$ cat src/rtl/axis_rr_arbiter_pkg.sv
// Shared constants and helpers for the round-robin AXI Stream arbiter.
package axis_rr_arbiter_pkg;

  localparam int unsigned DEFAULT_N           = 2;
  localparam int unsigned DEFAULT_MAX_BURST   = 4;
  localparam int unsigned DEFAULT_TDATA_WIDTH = 8;

  // Fold an index in 0..2n-1 back into 0..n-1 (one subtraction suffices).
  function automatic int unsigned wrap_idx(input int unsigned idx, input int unsigned n);
    if (idx >= n) begin
      return idx - n;
    end else begin
      return idx;
    end
  endfunction

endpackage

$ cat src/rtl/axis_rr_arbiter_rr_pick.sv
// Combinational round-robin picker: keeps a locked holder while it requests,
// otherwise finds the first requester after base_i, wrapping back to base_i.
module rr_pick
  import axis_rr_arbiter_pkg::*;
#(
  parameter int unsigned N = DEFAULT_N,
  localparam int unsigned ID_WIDTH = $clog2(N)
) (
  input  logic [N-1:0]        req_i,
  input  logic [ID_WIDTH-1:0] base_i,
  input  logic                lock_i,
  output logic [ID_WIDTH-1:0] sel_o,
  output logic                any_o
);

  logic [2*N-1:0]      dbl_s;
  logic [N-1:0]        rot_s;
  logic [ID_WIDTH:0]   shamt_s;
  logic [ID_WIDTH-1:0] off_s;
  logic [ID_WIDTH-1:0] scan_s;

  // Rotate the doubled request vector so bit 0 is the port right after base_i.
  always_comb begin
    dbl_s   = {req_i, req_i};
    shamt_s = {1'b0, base_i} + (ID_WIDTH + 1)'(1);
    rot_s   = dbl_s[shamt_s +: N];
  end

  // Lowest set bit of the rotated vector is the nearest requester in RR order.
  always_comb begin
    off_s = {ID_WIDTH{1'b0}};
    for (int k = int'(N) - 1; k >= 0; k--) begin
      off_s = rot_s[k] ? ID_WIDTH'(k) : off_s;
    end
    scan_s = ID_WIDTH'(wrap_idx(32'(shamt_s) + 32'(off_s), N));
  end

  // A locked holder that still requests wins outright; otherwise take the scan.
  always_comb begin
    any_o = |req_i;
    if (lock_i && req_i[base_i]) begin
      sel_o = base_i;
    end else begin
      sel_o = scan_s;
    end
  end

endmodule

$ cat src/rtl/axis_rr_arbiter.sv
// N-to-1 AXI Stream round-robin arbiter with bounded burst lock, a single
// registered output stage and the winning source index alongside each beat.
module axis_rr_arbiter
  import axis_rr_arbiter_pkg::*;
#(
  parameter int unsigned N           = DEFAULT_N,
  parameter int unsigned MAX_BURST   = DEFAULT_MAX_BURST,
  parameter int unsigned TDATA_WIDTH = DEFAULT_TDATA_WIDTH,
  localparam int unsigned ID_WIDTH   = $clog2(N)
) (
  input  logic                       clk,
  input  logic                       rst,
  input  logic [N-1:0]               s_tvalid_i,
  input  logic [N*TDATA_WIDTH-1:0]   s_tdata_i,
  output logic [N-1:0]               s_tready_o,
  output logic                       m_tvalid_o,
  output logic [TDATA_WIDTH-1:0]     m_tdata_o,
  input  logic                       m_tready_i,
  output logic [ID_WIDTH-1:0]        m_tid_o,
  input  logic                       invalidate_i
);

  localparam int unsigned         CNT_W     = $clog2(MAX_BURST + 1);
  localparam logic [CNT_W-1:0]    CNT_MAX   = CNT_W'(MAX_BURST);
  localparam logic [ID_WIDTH-1:0] GRANT_RST = ID_WIDTH'(N - 1);

  if (N < 2) begin : g_chk_n
    $fatal(1, "axis_rr_arbiter: N must be >= 2");
  end
  if (MAX_BURST < 1) begin : g_chk_burst
    $fatal(1, "axis_rr_arbiter: MAX_BURST must be >= 1");
  end

  logic                   tvalid_q, tvalid_d;
  logic [TDATA_WIDTH-1:0] tdata_q,  tdata_d;
  logic [ID_WIDTH-1:0]    tid_q,    tid_d;
  logic [ID_WIDTH-1:0]    grant_q,  grant_d;
  logic                   lock_q,   lock_d;
  logic [CNT_W-1:0]       cnt_q,    cnt_d;

  logic                   accept_s;
  logic                   hs_s;
  logic [ID_WIDTH-1:0]    sel_s;
  logic                   any_s;

  rr_pick #(.N(N)) u_pick (
    .req_i  (s_tvalid_i),
    .base_i (grant_q),
    .lock_i (lock_q),
    .sel_o  (sel_s),
    .any_o  (any_s)
  );

  // Output slot is free when empty or draining; a take needs a winner, no flush, no reset.
  always_comb begin
    accept_s = !tvalid_q || m_tready_i;
    hs_s     = accept_s && any_s && !invalidate_i && !rst;
  end

  // Fan tready out to the selected port only, so at most one input handshakes.
  always_comb begin
    for (int i = 0; i < int'(N); i++) begin
      s_tready_o[i] = hs_s && (sel_s == ID_WIDTH'(i));
    end
  end

  // Next state for output register, grant pointer and burst lock.
  always_comb begin
    tvalid_d = tvalid_q;
    tdata_d  = tdata_q;
    tid_d    = tid_q;
    grant_d  = grant_q;
    lock_d   = lock_q;
    cnt_d    = cnt_q;
    if (invalidate_i) begin
      tvalid_d = 1'b0;
      lock_d   = 1'b0;
      cnt_d    = {CNT_W{1'b0}};
    end else if (hs_s) begin
      tvalid_d = 1'b1;
      tdata_d  = s_tdata_i[sel_s*TDATA_WIDTH +: TDATA_WIDTH];
      tid_d    = sel_s;
      grant_d  = sel_s;
      if (lock_q && (sel_s == grant_q)) begin
        cnt_d = cnt_q + CNT_W'(1);
      end else begin
        cnt_d = CNT_W'(1);
      end
      lock_d = (cnt_d < CNT_MAX);
    end else if (accept_s) begin
      tvalid_d = 1'b0;
      if (lock_q && !s_tvalid_i[grant_q]) begin
        lock_d = 1'b0;
      end else begin
        lock_d = lock_q;
      end
    end else begin
      lock_d = lock_q;
    end
  end

  // State registers with synchronous reset; grant starts at N-1 so port 0 goes first.
  always_ff @(posedge clk) begin
    if (rst) begin
      tvalid_q <= 1'b0;
      tdata_q  <= {TDATA_WIDTH{1'b0}};
      tid_q    <= {ID_WIDTH{1'b0}};
      grant_q  <= GRANT_RST;
      lock_q   <= 1'b0;
      cnt_q    <= {CNT_W{1'b0}};
    end else begin
      tvalid_q <= tvalid_d;
      tdata_q  <= tdata_d;
      tid_q    <= tid_d;
      grant_q  <= grant_d;
      lock_q   <= lock_d;
      cnt_q    <= cnt_d;
    end
  end

  assign m_tvalid_o = tvalid_q;
  assign m_tdata_o  = tdata_q;
  assign m_tid_o    = tid_q;

endmodule

$ cat config.mk
export PLATFORM = sky130hd
export DESIGN_NAME = axis_rr_arbiter
export DESIGN_NICKNAME = d
export VERILOG_FILES = /design/src/rtl/axis_rr_arbiter_pkg.sv /design/src/rtl/axis_rr_arbiter_rr_pick.sv /design/src/rtl/axis_rr_arbiter.sv
export SDC_FILE = /design/constraint.sdc
export NUM_CORES = 1
export LEC_CHECK = 0
export ABC_AREA = 0
export CAP_MARGIN = 20
export CORE_UTILIZATION = 35
export DETAILED_ROUTE_END_ITERATION = 8
export PLACE_DENSITY = 0.83
export SYNTH_ARGS = -nofsm -noshare
export SYNTH_HDL_FRONTEND = slang
export SYNTH_HIERARCHICAL = 1
export SYNTH_SLANG_ARGS = --single-unit
$ cat constraint.sdc
create_clock -name clk -period 2.25 [get_ports clk]
set_input_delay 0.675 -clock clk [delete_from_list [all_inputs] [get_ports clk]]
set_output_delay 0.675 -clock clk [all_outputs]
set_load 0.1 [all_outputs]
# Word-level counts from Yosys, hierarchy flattened
# Cells that the tools add are included.
[totals]
input_bits = 22
output_inout_bits = 12
ff_bits = 15
[op_classes]
muxes = 14
reduce_logical = 19
n_bitwise = 2
shifts = 2
addsub = 4
n_eq_ne = 1
n_lt_le_gt_ge = 3
[op_table]
columns = ["operator", "n"]
rows = [
  ["$shiftx A16 B5 Y8", 1],
  ["$mux W1", 11],
  ["$mux W3", 3],
  ["$logic_and A1 B1 Y1", 8],
  ["$logic_not A1 Y1", 4],
  ["$reduce_and A2 Y1", 2],
  ["$reduce_bool A2 Y1", 2],
  ["$reduce_or A2 Y1", 2],
  ["$shiftx A4 B3 Y2", 1],
  ["$add A2 B1 Y3", 1],
  ["$add A3 B1 Y3 const B", 1],
  ["$ge A3 B2 Y1 const B", 1],
  ["$lt A3 B3 Y1 const B", 1],
  ["$add A1 B1 Y2 const B", 1],
  ["$lt A1 B2 Y1 const B", 1],
  ["$not A1 Y1", 2],
  ["$eq A1 B1 Y1", 1],
  ["$logic_or A1 B1 Y1", 1],
  ["$sub A1 B1 Y1 const B", 1],
]

# Depth between registers and ports, before layout
[logic_depth]
word_depth = 15
depth_mapped = 6

# Modules after synthesis
# The synthesis kept the hierarchy.
[modules_own_cells]
columns = ["mod", "area_per_inst_um2", "seq_area_each_um2", "instances", "cells_each"]
rows = [
  ["axis_rr_arbiter", 715.7, 300.3, 1, 75],
  ["rr_pick", 27.5, 0.0, 1, 4],
]

# Worst setup path after synthesis
# OpenSTA, ideal clock, no wires.
[synth_timing]
kind = "in2out"
startpoint = "input port invalidate_i"
endpoint = "output port s_tready_o[0]"
path_slack_ps = -1057
path_stages = 4
t_required_ps = 1575
n_path_buf = 1
t_arrival_ps = 2632
path_cell_list = "or2_1 > buf_6 > or3_1 > nor2_1"
[synth_via]
elab_chain_cells = 4
[synth_rtl]
columns = ["element", "line", "text"]
rows = [
  ["start: declaration", "axis_rr_arbiter.sv:20", "input logic invalidate_i"],
  ["$logic_not A1 Y1", "axis_rr_arbiter.sv:57", "hs_s = accept_s && any_s && !invalidate_i && !rst;"],
  ["$logic_and A1 B1 Y1 (2 in a row)", "axis_rr_arbiter.sv:57", ""],
  ["$logic_and A1 B1 Y1", "axis_rr_arbiter.sv:63", "s_tready_o[i] = hs_s && (sel_s == ID_WIDTH'(i));"],
  ["end: declaration", "axis_rr_arbiter.sv:15", "output logic [N-1:0] s_tready_o,"],
]
# Every way passes these cells.

# Worst setup path after layout
# Same ends and word-level chain as after synthesis.

==> results_dict.tcl <==
set metrics [dict create \
    status "complete, but fails checks" \
    violations "setup timing" \
    wl_per_cell_um 14.0 \
    end_kind "output port" \
    clk_pin_slew_worst_paths_ps 90 \
    worst_pin_slew_ps 385 \
    grtUsageTotal 0.186 \
    synth_top_family_by_area "simple AND/OR/NAND/NOR gates" \
    worstSetupStartpointType "primary input" \
    synth.cell_area_um2 743 \
    grt_max_degree 17 \
    fin_cells 159 \
    hold_viol 0 \
    htreeDepth 1 \
    yosysWarnings 6 \
    synthSimpleGateAreaFrac 0.182 \
    dr.pass1.iters 4 \
    areaGrowthSynthToFinish_pct 77.6 \
    drtIter0Drc 9 \
    synth_mux_area_frac 0.123 \
    relSlewSlack 0.741 \
    ant_nets 0 \
    hold_path.class "reg2reg" \
    synth_largest_area_cell "dfxtp_1" \
    p_leak_nw 0.557 \
    path_cells "buf_6, or2_4, or3_4, nor2_4, buf_12" \
    cp_max_fo 2 \
    drc 0 \
    fin_tns_setup_ps -140 \
    critPathArrivalTime_ps 1660 \
    die_h_um 48.1 \
    fp-row-count 16 \
    min_period_ps 2330 \
    max-clock-path-buffers 2 \
    dp_hpwl_mm 1.42 \
    yosysMostFrequentCell "dfxtp_1" \
    final_core_util 0.666 \
    cpPeakStageDelay_ps 350 \
    cts_tree "yes" \
    place_inst 147 \
    synthAdderAreaFrac 0.0168 \
    synth_xor_area_frac 0.0354 \
    setup_slack_ps -81.5 \
    clock.fmax_mhz 429 \
    grt_remaining_overflow 0 \
    cts-root-buf "clkbuf_4" \
    antenna_cells 0 \
    synth_top_flop_cell "dfxtp_1" \
    core_area_mm2 0.00198 \
    worstPathRequired_ps 1570 \
    cts_buffers 3 \
    grt_pass1_wl_mm 2.87 \
    wl_mm 2.23 \
    synth_seq_cells 15 \
    cts_hold_buf 0 \
    fin_crit_sh 1.04 \
    synth_async_sr_flop_share 0 \
    drive_above_1_share 0.424 \
    slowest_stage "or3_4" \
    critPathKind "in2out" \
    synth-edff-count 0 \
    antenna_found_initial 0 \
    die_w_um 48.1 \
    io-pin-count 34 \
    synth_area_leaders "dfxtp_1 (40%), mux2i_1 (11%), a211oi_1 (8.1%), nor2_1 (5.6%), xor2_1 (3.5%)" \
    ys_types 28 \
    maxCapViolations 0 \
    fp.dieArea_mm2 0.00231 \
    synth_compound_area_frac 0.178 \
    netlist_instances 79 \
    cts_sinks 15 \
    slew_violations 0 \
    insertion_delay_ps 270 \
    numPortBuffers 33 \
    setup_viol 2 \
    p_per_area_mw_per_mm2 547 \
    ir_worst_vdd_mv 0.384 \
    synth.avg_cell_area_um2 9.41 \
    vias 788 \
    initial_core_util 0.375 \
    nNetsFinal 156 \
    routabilityCongestion 0.762 \
    synth_top_area_frac 0.404 \
    synth_nets 102 \
    grt_pass1_vias 679 \
    fin_skew_ps 2.01 \
    viasPerCell 4.96 \
    ys_top_cells_by_count "dfxtp_1 (15), nor2_1 (11), a211oi_1 (8), mux2i_1 (8), a21oi_1 (5)" \
    p_total_uw 722 \
    synth-seq-area-share 0.404 \
    rsz0062_at_grt "true" \
]
-- area by class of cell --
cell class / count / area, um^2
multi-input cells: 57 / 455
well taps: 27 / 33.8
repair buffers: 53 / 484
flip-flops and latches: 15 / 303
inverters: 3 / 17.5
fillers: 147 / 662
clock buffers: 4 / 26.3
-- through the flow --
stage	hold slack, ps	worst slack (ps)	area [um^2]
after floorplan	441	-315	763
after global routing	509	-104	1320
final	497	-81.5	1320
after global placement	449	-471	1180
after detailed placement	455	-510	1180
after CTS	467	-178	1250
-- per-layer routing --
metal / GRT usage / routed length (um) / vias up
met4: 0.0667 / 18 / 0
met1: 0.206 / 886 / 367
met3: 0.0415 / 89 / 2
met5: 0 / 0 / -
li1: - / - / 391
met2: 0.343 / 1230 / 28
-- state kept, by name (all words and copies together), names as in the netlist --
register	count
cnt_q	3
m_tdata_o	8
m_tid_o	1
m_tvalid_o	1
lock_q	1
grant_q	1
-- placed cells by master, fill, tap and decap left out --
cell	count
a21oi_1	5
nand2_4	1
buf_12	2
nor2_2	1
buf_4	29
clkdlybuf4s50_1	16
o21ai_0	2
a2bb2oi_4	1
nor2_1	9
clkdlybuf4s15_1	1
dfxtp_2	2
clkbuf_4	3
ha_1	1
or3_4	1
or2_4	2
dfxtp_1	13
nand2b_1	1
nor3_4	1
nor4_2	1
mux2i_1	8
nor2b_4	1
a211oi_2	1
clkbuf_1	1
a211oi_1	8
nand3b_1	1
nor3_1	1
clkinvlp_4	1
nor2_4	2
nand2_1	3
xor2_1	3
mux2_2	1
a22o_1	1
a22oi_1	1
inv_1	1
buf_6	5
inv_4	1
-- worst max-delay path: cells and delay by family --
family	cells	cell delay, ps
simple gates	3	710
buf+inv	2	270
-- what timing repair did --
action                     CTS  global route
gates resized for setup     17            14
setup endpoints to repair    5             7
gates cloned                 0             0
setup buffers                4             4
pin swaps                    6             7
-- final timing paths --
check | depth (start not counted) | from | endpoint | slack, ps
max | 5 | invalidate_i | s_tready_o[0] | -80
min reg2reg | 1 | cnt_q[0]$_SDFFE_PP0P_ | cnt_q[0]$_SDFFE_PP0P_ | 500
max reg2reg | 9 | grant_q$_SDFFE_PP1P_ | cnt_q[2]$_SDFFE_PP0P_ | 200
min | 1 | cnt_q[0]$_SDFFE_PP0P_ | cnt_q[0]$_SDFFE_PP0P_ | 500
-- where the power goes --
part / leakage (nW) / internal (mW) / switching [mW]
Combinational: 0.419 / 0.116 / 0.167
Clock: 0.0150 / 0.0686 / 0.0789
Sequential: 0.123 / 0.281 / 0.0117
Total: 0.557 / 0.465 / 0.257
-- cell families after synthesis --
kind of cell,after synthesis
compound gates,19
xor+xnor,3
fa+ha+maj,1
buf+inv,7
flops,15
mux,9
simple gates,25
Power figures use the tool's default switching activity.
